[src/rtl/biaspool_shuffler_if.sv]
// Write-side bundle between the seed/control logic, the shuffler and a row bias pool.
// master: the shuffler; slave: whoever drives start/seed and observes the pool writes.
`ifndef GRID_LEN
`define GRID_LEN 9
`endif

interface biaspool_shuffler_if #(
  parameter int unsigned w = `GRID_LEN
) ();
  logic         start;
  logic [15:0]  seed;
  logic         busy;
  logic         done;
  logic         wr_en;
  logic [w:0]   wr_index;
  logic [w-1:0] wr_value;

  modport master (input start, seed, output busy, done, wr_en, wr_index, wr_value);
  modport slave  (output start, seed, input busy, done, wr_en, wr_index, wr_value);
endinterface

[src/rtl/biaspool_shuffler.sv]
// Fisher-Yates shuffle of the w one-hot values driven by a 16-bit LFSR, then written
// entry by entry into the bias pool; entry w always receives zero.
`ifndef GRID_LEN
`define GRID_LEN 9
`endif

module biaspool_shuffler #(
  parameter int unsigned w = `GRID_LEN
) (
  input  logic                clock,
  input  logic                reset,
  biaspool_shuffler_if.master bus
);

  localparam int unsigned IDXW = (w <= 2) ? 1 : $clog2(w);
  localparam int unsigned KW   = $clog2(w + 1);
  localparam logic [15:0] LFSR_DEFAULT = 16'hACE1;

  typedef enum logic [2:0] {IDLE, LOAD, DRAW, EMIT, DONE} state_t;

  state_t          state_q, state_d;
  logic [w-1:0]    perm_q [w];
  logic [w-1:0]    perm_d [w];
  logic [15:0]     lfsr_q, lfsr_d;
  logic [IDXW-1:0] i_q, i_d;
  logic [KW-1:0]   k_q, k_d;
  logic [IDXW-1:0] r;
  logic            busy_q, busy_d;
  logic            done_q, done_d;
  logic            wr_en_q, wr_en_d;
  logic [w:0]      wr_index_q, wr_index_d;
  logic [w-1:0]    wr_value_q, wr_value_d;

  always_comb begin
    state_d = state_q;
    perm_d  = perm_q;
    lfsr_d  = lfsr_q;
    i_d     = i_q;
    k_d     = k_q;
    r       = lfsr_q[IDXW-1:0];

    unique case (state_q)
      IDLE: begin
        if (bus.start) begin
          state_d = LOAD;
          lfsr_d  = (bus.seed == '0) ? LFSR_DEFAULT : bus.seed;
        end
      end
      LOAD: begin
        for (int unsigned n = 0; n < w; n++) perm_d[n] = w'(1) << n;
        i_d     = IDXW'(w - 1);
        k_d     = '0;
        state_d = (w > 1) ? DRAW : EMIT;
      end
      DRAW: begin
        lfsr_d = {lfsr_q[14:0], lfsr_q[15] ^ lfsr_q[13] ^ lfsr_q[12] ^ lfsr_q[10]};
        // Rejection sampling keeps the draw uniform when w is not a power of two.
        if (r <= i_q) begin
          perm_d[i_q] = perm_q[r];
          perm_d[r]   = perm_q[i_q];
          i_d         = i_q - IDXW'(1);
          if (i_q == IDXW'(1)) begin
            state_d = EMIT;
            k_d     = '0;
          end
        end
      end
      EMIT: begin
        if (k_q == KW'(w)) state_d = DONE;
        else               k_d     = k_q + KW'(1);
      end
      DONE:    state_d = IDLE;
      default: state_d = IDLE;
    endcase

    // Outputs are decoded from the next state so they appear registered in-cycle.
    busy_d     = (state_d == LOAD) || (state_d == DRAW) || (state_d == EMIT);
    done_d     = (state_d == DONE);
    wr_en_d    = (state_d == EMIT);
    wr_index_d = wr_en_d ? ((w + 1)'(1) << k_d) : '0;
    wr_value_d = '0;
    if (wr_en_d && (k_d < KW'(w))) wr_value_d = perm_d[k_d];
  end

  always_ff @(posedge clock) begin
    if (reset) begin
      state_q    <= IDLE;
      for (int unsigned n = 0; n < w; n++) perm_q[n] <= w'(1) << n;
      lfsr_q     <= LFSR_DEFAULT;
      i_q        <= '0;
      k_q        <= '0;
      busy_q     <= 1'b0;
      done_q     <= 1'b0;
      wr_en_q    <= 1'b0;
      wr_index_q <= '0;
      wr_value_q <= '0;
    end else begin
      state_q    <= state_d;
      perm_q     <= perm_d;
      lfsr_q     <= lfsr_d;
      i_q        <= i_d;
      k_q        <= k_d;
      busy_q     <= busy_d;
      done_q     <= done_d;
      wr_en_q    <= wr_en_d;
      wr_index_q <= wr_index_d;
      wr_value_q <= wr_value_d;
    end
  end

  assign bus.busy     = busy_q;
  assign bus.done     = done_q;
  assign bus.wr_en    = wr_en_q;
  assign bus.wr_index = wr_index_q;
  assign bus.wr_value = wr_value_q;

endmodule

[src/flat_wrapper.sv]
// flat-port wrapper written by rule: the top's interface ports become plain ports
module biaspool_shuffler_flat 
#(
  parameter int unsigned w = `GRID_LEN
)
  (clock, reset, bus_start, bus_seed, bus_busy, bus_done, bus_wr_en, bus_wr_index, bus_wr_value);
  biaspool_shuffler_if #(.w(w)) bus_i ();
  input  logic clock;
  input  logic reset;
  input wire logic [$bits(bus_i.start)-1:0] bus_start;
  input wire logic [$bits(bus_i.seed)-1:0] bus_seed;
  output wire logic [$bits(bus_i.busy)-1:0] bus_busy;
  output wire logic [$bits(bus_i.done)-1:0] bus_done;
  output wire logic [$bits(bus_i.wr_en)-1:0] bus_wr_en;
  output wire logic [$bits(bus_i.wr_index)-1:0] bus_wr_index;
  output wire logic [$bits(bus_i.wr_value)-1:0] bus_wr_value;
  assign bus_i.start = bus_start;
  assign bus_i.seed = bus_seed;
  assign bus_busy = bus_i.busy;
  assign bus_done = bus_i.done;
  assign bus_wr_en = bus_i.wr_en;
  assign bus_wr_index = bus_i.wr_index;
  assign bus_wr_value = bus_i.wr_value;
  biaspool_shuffler #(.w(w)) u_core (.clock(clock), .reset(reset), .bus(bus_i));
endmodule
[config.mk]
export PLATFORM = sky130hd
export DESIGN_NAME = biaspool_shuffler_flat
export DESIGN_NICKNAME = d
export VERILOG_FILES = /design/src/rtl/biaspool_shuffler_if.sv /design/src/rtl/biaspool_shuffler.sv /design/src/flat_wrapper.sv
export SDC_FILE = /design/constraint.sdc
export NUM_CORES = 1
export LEC_CHECK = 0
export CORE_MARGIN = 2
export CORE_UTILIZATION = 56
export CTS_CLUSTER_DIAMETER = 50
export CTS_CLUSTER_SIZE = 12
export DETAILED_ROUTE_END_ITERATION = 10
export PLACE_DENSITY_LB_ADDON = 0.3
export REMOVE_ABC_BUFFERS = 1
export SKIP_CTS_REPAIR_TIMING = 1
export SLEW_MARGIN = 10
export SYNTH_ARGS = -nofsm -noshare
export SYNTH_HDL_FRONTEND = slang
export SYNTH_SLANG_ARGS = --single-unit
export TNS_END_PERCENT = 10
[constraint.sdc]
create_clock -name clock -period 3.8 [get_ports clock]
set_input_delay 0.57 -clock clock [delete_from_list [all_inputs] [get_ports clock]]
set_output_delay 0.57 -clock clock [all_outputs]
set_load 0.02 [all_outputs]
### Yosys cells after proc, flatten, opt, wreduce, memory -nomap -nowiden

Cells that the tools add are included.

* flip-flop bits (word level): 130
* input port bits: 19
* output and inout bits: 22
* word-level logic and storage cells: 91

* $add $sub $neg: 2
* $lt $le $gt $ge: 7
* eq/ne operators: 11
* shift-type cells: 1
* muxes and demuxes: 31
* bitwise gates (word level): 8
* reductions and logical operators: 13

Operators by type and width (count)
* bitwise mux 81 bit: 2
* one-hot mux 81 bit (2 select lines): 1
* binary-select mux 9 bit (select 4 bit): 3
* two-way mux 81 bit: 1
* demux 9 bit (select 4 bit): 2
* two-way mux 9 bit: 8
* two-way mux 16 bit: 2
* one-hot mux 16 bit (2 select lines): 1
* logical NOT 16 bit: 1
* two-way mux 4 bit: 4
* >= comparator 5 bit (second input constant): 3
* inverter 4 -> 5 bit: 3
* equality test 3 x 2 -> 1 bit (second input constant): 4
* two-way mux 3 bit: 4
* one-hot mux 3 bit (4 select lines): 1
* one-hot mux 4 bit (3 select lines): 1
* less-than comparator 5 x 1 -> 1 bit (second input constant): 2
* << shifter 1 x 4 -> 10 bit (first input constant): 1
* one-hot mux 4 bit (2 select lines): 1
* equality test 3 x 1 -> 1 bit (second input constant): 2
* adder 4 x 1 -> 4 bit (second input constant): 1
* equality test 4 x 1 -> 1 bit (second input constant): 1
* equality test 4 bit (second input constant): 1
* <= comparator 4 bit: 1
* other kinds (13): 22

### Longest topological paths before layout

* depth in word-level cells: 12
* gate-level depth with buffers: 17
* mapped depth without buffers: 11

### Worst setup path after synthesis

No wires, ideal clock.

* path kind: flip-flop to flip-flop
* start point: register u_core.i_q[1]
* end point: register u_core.wr_value_q[4] (netlist: u_core.bus.wr_value[4])
* setup time: 0.127 ns
* arrival: 3.162 ns
* required time: 3.673 ns
* slack: 0.511 ns
* stages on the path, launching flop included: 15
* buffers on the path: 4
* clock period less this slack: 3.289 ns
* path through: dfxtp_1 -> buf_4 -> buf_4 -> inv_1 -> ha_1 -> nor2b_1 -> o211a_1 -> o21ai_1 -> a211oi_1 -> nor2_1 -> clkbuf_1 -> buf_2 -> nand3_1 -> a311oi_1 -> a211oi_1

* word-level cells in the longest chain between the ends: 12
* elaborated cells on any way between the ends: 30
* those cells by class: order compare (4); eq/ne (2); mux (18); bitwise (3); reduce/logical (3)

Ends and longest elaborated chain
* start, declared: RTL line biaspool_shuffler.sv:25 `logic [IDXW-1:0] i_q, i_d;`
* start signal, assigned: RTL line biaspool_shuffler.sv:101 `i_q <= i_d;`
* inverter 4 -> 5 bit (implied by the code): RTL line biaspool_shuffler.sv:59, biaspool_shuffler.sv:60
* >= comparator 5 bit (implied by the code) / less-than comparator 5 x 1 -> 1 bit (equally long branches): RTL line biaspool_shuffler.sv:59 `perm_d[i_q] = perm_q[r];`
* logical AND 1 bit (implied by the code): RTL line biaspool_shuffler.sv:59
* two-way mux 9 bit (implied by the code): RTL line biaspool_shuffler.sv:59
* demux 9 bit (select 4 bit): RTL line biaspool_shuffler.sv:59
* bitwise mux 81 bit: RTL line biaspool_shuffler.sv:59
* bitwise mux 81 bit: RTL line biaspool_shuffler.sv:60 `perm_d[r] = perm_q[i_q];`
* two-way mux 81 bit: RTL line biaspool_shuffler.sv:58 `if (r <= i_q) begin`
* one-hot mux 81 bit (2 select lines): RTL line biaspool_shuffler.sv:42 `unique case (state_q)`
* binary-select mux 9 bit (select 4 bit): RTL line biaspool_shuffler.sv:82 `if (wr_en_d && (k_d < KW'(w))) wr_value_d = perm_d[k_d];`
* two-way mux 9 bit (implied by the code) (2 in a row): RTL line biaspool_shuffler.sv:82
* end signal, assigned: RTL line biaspool_shuffler.sv:107 `wr_value_q <= wr_value_d;`
* end, declared: RTL line biaspool_shuffler.sv:32 `logic [w-1:0] wr_value_q, wr_value_d;`

Several ways; a longest one is shown, not always the timed one. The select of a mux whose other input is x is not followed.
A chain may end at the register's enable or synchronous reset.

### Worst setup path after layout

* start point: register u_core.lfsr_q[2]
* end point: register u_core.wr_value_q[2] (netlist: u_core.bus.wr_value[2])

* word-level cells in the longest chain between the ends: 11
* elaborated cells on any way between the ends: 27
* those cells by class: order compare (4); eq/ne (1); mux (16); bitwise (3); reduce/logical (3)

Ends and longest elaborated chain
* start, declared: RTL line biaspool_shuffler.sv:24 `logic [15:0] lfsr_q, lfsr_d;`
* start signal, assigned: RTL line biaspool_shuffler.sv:100 `lfsr_q <= lfsr_d;`
* inverter 4 -> 5 bit (implied by the code): RTL line biaspool_shuffler.sv:59, biaspool_shuffler.sv:60
* >= comparator 5 bit (implied by the code) (tied with other cells): RTL line biaspool_shuffler.sv:60
* logical AND 1 bit (implied by the code) / two-way mux 9 bit (equally long branches): RTL line biaspool_shuffler.sv:60, biaspool_shuffler.sv:59
* two-way mux 9 bit, on equally long branches: RTL line biaspool_shuffler.sv:60, biaspool_shuffler.sv:59
* demux 9 bit (select 4 bit) / bitwise mux 81 bit (equally long branches): RTL line biaspool_shuffler.sv:60, biaspool_shuffler.sv:59
* bitwise mux 81 bit: RTL line biaspool_shuffler.sv:60
* two-way mux 81 bit: RTL line biaspool_shuffler.sv:58
* one-hot mux 81 bit (2 select lines): RTL line biaspool_shuffler.sv:42
* binary-select mux 9 bit (select 4 bit): RTL line biaspool_shuffler.sv:82
* two-way mux 9 bit (implied by the code) (2 in a row): RTL line biaspool_shuffler.sv:82

Several ways; a longest one is shown, not always the timed one. The select of a mux whose other input is x is not followed.

==> results.txt <==
- Result of the run: finished clean
* Pin count of the biggest net entering global routing: 58
- In the routed design, unresolved DRC markers number 0.
- Worst-case vdd ir drop: ~0.36 mV
- Setup skew after layout: 0.0106 ns
- Number of top-level design ports: 41
* Met2 track demand over resource in global routing: 65.8%
- For the worst setup path, the data arrival time is 3.91 ns.
- The clock passes through at most 2 buffers.
- Power consumption: 4.76 mW
- Clock-pin slew of the registers on the worst-case setup and hold paths: 0.06 ns
* Routing layer with the top usage in global route: met2
- Row count: 47
* Setup slack after layout: 0.205 ns
* Number of warnings issued by yosys: 0
- Half-perimeter wire length after placement: 30,500 microns
* Die Width: 135 microns
- For the pin with the worst max-slew slack, the measured transition is 1.20 ns.
* Worst slack after detailed placement: 0.410 ns
* Clock tree from TritonCTS: yes
* Worst-skew pair later-pin latency: 0.45 ns
* Worst Path Max Fanout: 33
- After synthesis the cells add up to 9550 sq um.
- The worst setup path is launched from a flip-flop.
- The tool flagged a number of max-cap violations equal to 0.
- Relative to the synthesized area, the layout overhead comes to 14.5%.
- The post-route netlist has 14.8% of its cells at a drive strength greater than 1.
- Yosys attributes the largest share of cell area to sky130_fd_sc_hd__dfxtp_1, sky130_fd_sc_hd__mux2i_1, sky130_fd_sc_hd__nor2_1.
* Deepest level of the CTS H-tree: 4
* DIE AREA: 18,100 sq um
* Initial core utilization: 57.4%
- The worst setup path is captured at a flip-flop.
- FMAX: between 200 and 300 MHz
* Final Hold Violating Endpoints: 0
* Number of fill cells: 1,467
- The final route contains 11.2k vias.
- The congestion estimate from routability-driven global placement came to 1.10.
- Total of flip-flops plus latches after synthesis: 130
- The netlist uses 100 different library cells.
- Avg WL per Cell: 30.4 microns
* Met3 Track Usage GR: 19.2%
- The worst setup path is of the flip-flop to flip-flop kind.
- Final global-route overflow total: 0
- Buffers on Ports: 40
- The synthesized design devotes to its leading area cell type between 20% and 30% of total area.
* Global routing usage on met1: 65.3%
* Crit path largest cell delay: approximately 0.68 ns
- The detail route stage leaves a number of antenna-violating nets equal to 0.
* Static leakage: between 3 and 4 nW
* Proportion of register bits with asynchronous set or reset after synthesis: 0%
- Die H: 135 microns
* Min-Delay Path Class: input port to flip-flop
- Synthesized netlist cell count: 1,200
- The repair_antennas step left the layout with diodes totalling 0.
- The synthesized design spends more area on one cell type than any other, namely sky130_fd_sc_hd__dfxtp_1.
* Final layout net count: 1,267
- Inserted Clock Buffers: 17
- EDFF count, synth: 0
- The floorplan step defined a core boundary enclosing 16,600 sq um.
* Clock root buffer: sky130_fd_sc_hd__clkbuf_16
- Total clock sinks: 130
- Standard cell with the maximum stage delay on the critical path: sky130_fd_sc_hd__clkinv_1
* RSZ-0062 raised after global routing: false
- Data required, critical path: 4.12 ns
* Cell-by-cell trace of the critical path: buf_4, clkinv_1, o22ai_2, o21ai_0, and3_1, a221o_1, a32oi_1, or4b_1
* Top_reg_cell synth: sky130_fd_sc_hd__dfxtp_1
- The initial antenna violation count is 1.
* Tcrit/Tclk final: between 90% and 100%
- GRT Overall Usage: between 40% and 50%
- Length of the first detailed-routing pass in iterations: 9
- After detailed routing, the total wire length is 44,600 microns.
- The max-slew violation count was 0.
- Via/cell ratio: 7.64
* Final critical delay including setup and external delays: 3.59 ns
* Sequential cell area fraction in the yosys report: 27.3%
- Synthesized area per cell: a little under 8 sq um
- Power spread over the standard cell area amounts to 436 nW/um^2.
- The worst pin sits at a relative slew slack of 19.8%.
* Sum Neg Setup Slack: 0 ns
* Wire length of the first global-routing pass: 66,200 microns
- Detailed Route Iter0 Violations: ~2.3k
- Via count of the first global-routing pass: 10.5k
- Final setup fails: 0
==> worst max-delay path: cells and delay by family (launching register included) <==
kind	cells	cell delay, ns
flip-flops	1	0.34
AO/OA/AOI/OAI	4	1.29
buffers and inverters	2	1.14
AND/OR/NAND/NOR	2	0.66
==> power by group <==
part	internal, mW	switching (mW)
Combinational	0.481	1.10
Clock	1.03	0.694
Sequential	1.41	0.0463
Total	2.92	1.85
==> sequential cells by signal, summed over array words and instances, names as in the netlist <==
signal,cells
u_core.perm_q,81
u_core.lfsr_q,16
u_core.bus.wr_index,10
u_core.bus.wr_value,9
u_core.i_q,4
u_core.k_q,4
u_core.state_q,3
u_core.bus.busy,1
u_core.bus.done,1
u_core.bus.wr_en,1
==> final cells by class <==
cell class                 count  area (sq um)  share of cell area [%]
clock buffer                  19           433                    3.96
tap                          220           275                    2.52
timing repair buffer         117          1000                    9.16
inverter                      20          75.1                   0.687
clock inverter                12           159                    1.45
multi-input combinational    951          6380                    58.4
sequential                   130          2600                    23.8
==> stage by stage <==
step	instance area, sq um	hold WS [ns]	util (%)	instances
2_1_floorplan	9020	0.431	-	1101
3_3_place_gp	10300	0.441	62.1	1438
3_5_place_dp	10300	0.450	62.1	1438
4_1_cts	10900	0.324	65.7	1469
5_1_grt	10900	0.319	65.7	1469
6_report	10900	0.318	65.7	1469
==> layer usage <==
metal / vias up / part of all wire (%)
li1: 4633 / -
met1: 5124 / 37
met2: 1152 / 38
met3: 321 / 17
met4: 0 / 8.4
met5: - / 0
==> cell usage after synthesis (12+ instances only) <==
master and n:
sky130_fd_sc_hd__mux2_2 12, sky130_fd_sc_hd__clkbuf_1 38, sky130_fd_sc_hd__o211ai_1 14, sky130_fd_sc_hd__a21oi_1 82, sky130_fd_sc_hd__nand2_1 119, sky130_fd_sc_hd__a22oi_1 32, sky130_fd_sc_hd__mux4_2 17, sky130_fd_sc_hd__and2_1 16
sky130_fd_sc_hd__mux2i_1 53, sky130_fd_sc_hd__dfxtp_1 130, sky130_fd_sc_hd__nor2_1 132, sky130_fd_sc_hd__nor3_1 37, sky130_fd_sc_hd__buf_2 36, sky130_fd_sc_hd__o31ai_1 14, sky130_fd_sc_hd__inv_1 17, sky130_fd_sc_hd__o21ai_1 12
sky130_fd_sc_hd__nor2b_1 20, sky130_fd_sc_hd__o21ai_0 45, sky130_fd_sc_hd__buf_4 15, sky130_fd_sc_hd__a31oi_1 14, sky130_fd_sc_hd__and3_1 13, sky130_fd_sc_hd__nand3_1 35, sky130_fd_sc_hd__a221oi_1 26, sky130_fd_sc_hd__nand2b_1 15
sky130_fd_sc_hd__a211oi_1 34, sky130_fd_sc_hd__o22ai_1 27
==> cells by family (layout without fill, tap and decap cells) <==
family / after synthesis / in the layout / synth area share (%)
and+or+nand+nor: 456 / 456 / 23.8
AOI/OAI and AO/OA: 394 / 394 / 29.3
DFF: 130 / 130 / 27.3
buffers and inverters: 119 / 168 / 6.29
muxes: 85 / 85 / 11.5
adders and majority gates: 11 / 11 / 1.44
xor gates and xnor gates: 5 / 5 / 0.459
==> cells in the final DEF (no fill, tap or decap), types with 15 or more instances in the layout <==
cell and instances:
sky130_fd_sc_hd__nor2_1 130, sky130_fd_sc_hd__dfxtp_1 129, sky130_fd_sc_hd__nand2_1 119, sky130_fd_sc_hd__a21oi_1 82, sky130_fd_sc_hd__buf_4 76, sky130_fd_sc_hd__mux2i_1 53, sky130_fd_sc_hd__o21ai_0 45, sky130_fd_sc_hd__clkdlybuf4s50_1 39
sky130_fd_sc_hd__nor3_1 37, sky130_fd_sc_hd__nand3_1 35, sky130_fd_sc_hd__a211oi_1 34, sky130_fd_sc_hd__a22oi_1 32, sky130_fd_sc_hd__a221oi_1 26, sky130_fd_sc_hd__o22ai_1 26, sky130_fd_sc_hd__nor2b_1 20, sky130_fd_sc_hd__inv_1 17
sky130_fd_sc_hd__mux4_2 17, sky130_fd_sc_hd__clkbuf_16 17, sky130_fd_sc_hd__and2_1 16, sky130_fd_sc_hd__nand2b_1 15
==> path summary, 6_finish.rpt <==
kind | startpoint | end | slack (ns) | cells after the start
min reg2reg | u_core.lfsr_q[9]$_SDFFE_PP0P_ | u_core.lfsr_q[9]$_SDFFE_PP0P_ | 0.46 | 2
max reg2reg | u_core.lfsr_q[2]$_SDFFE_PP0P_ | u_core.bus.wr_value[2]$_SDFF_PP0_ | 0.21 | 8
min | reset | u_core.state_q[1]$_SDFF_PP0_ | 0.32 | 2
max | u_core.lfsr_q[2]$_SDFFE_PP0P_ | u_core.bus.wr_value[2]$_SDFF_PP0_ | 0.21 | 8
Note: power is estimated with default switching activity, not from simulation.
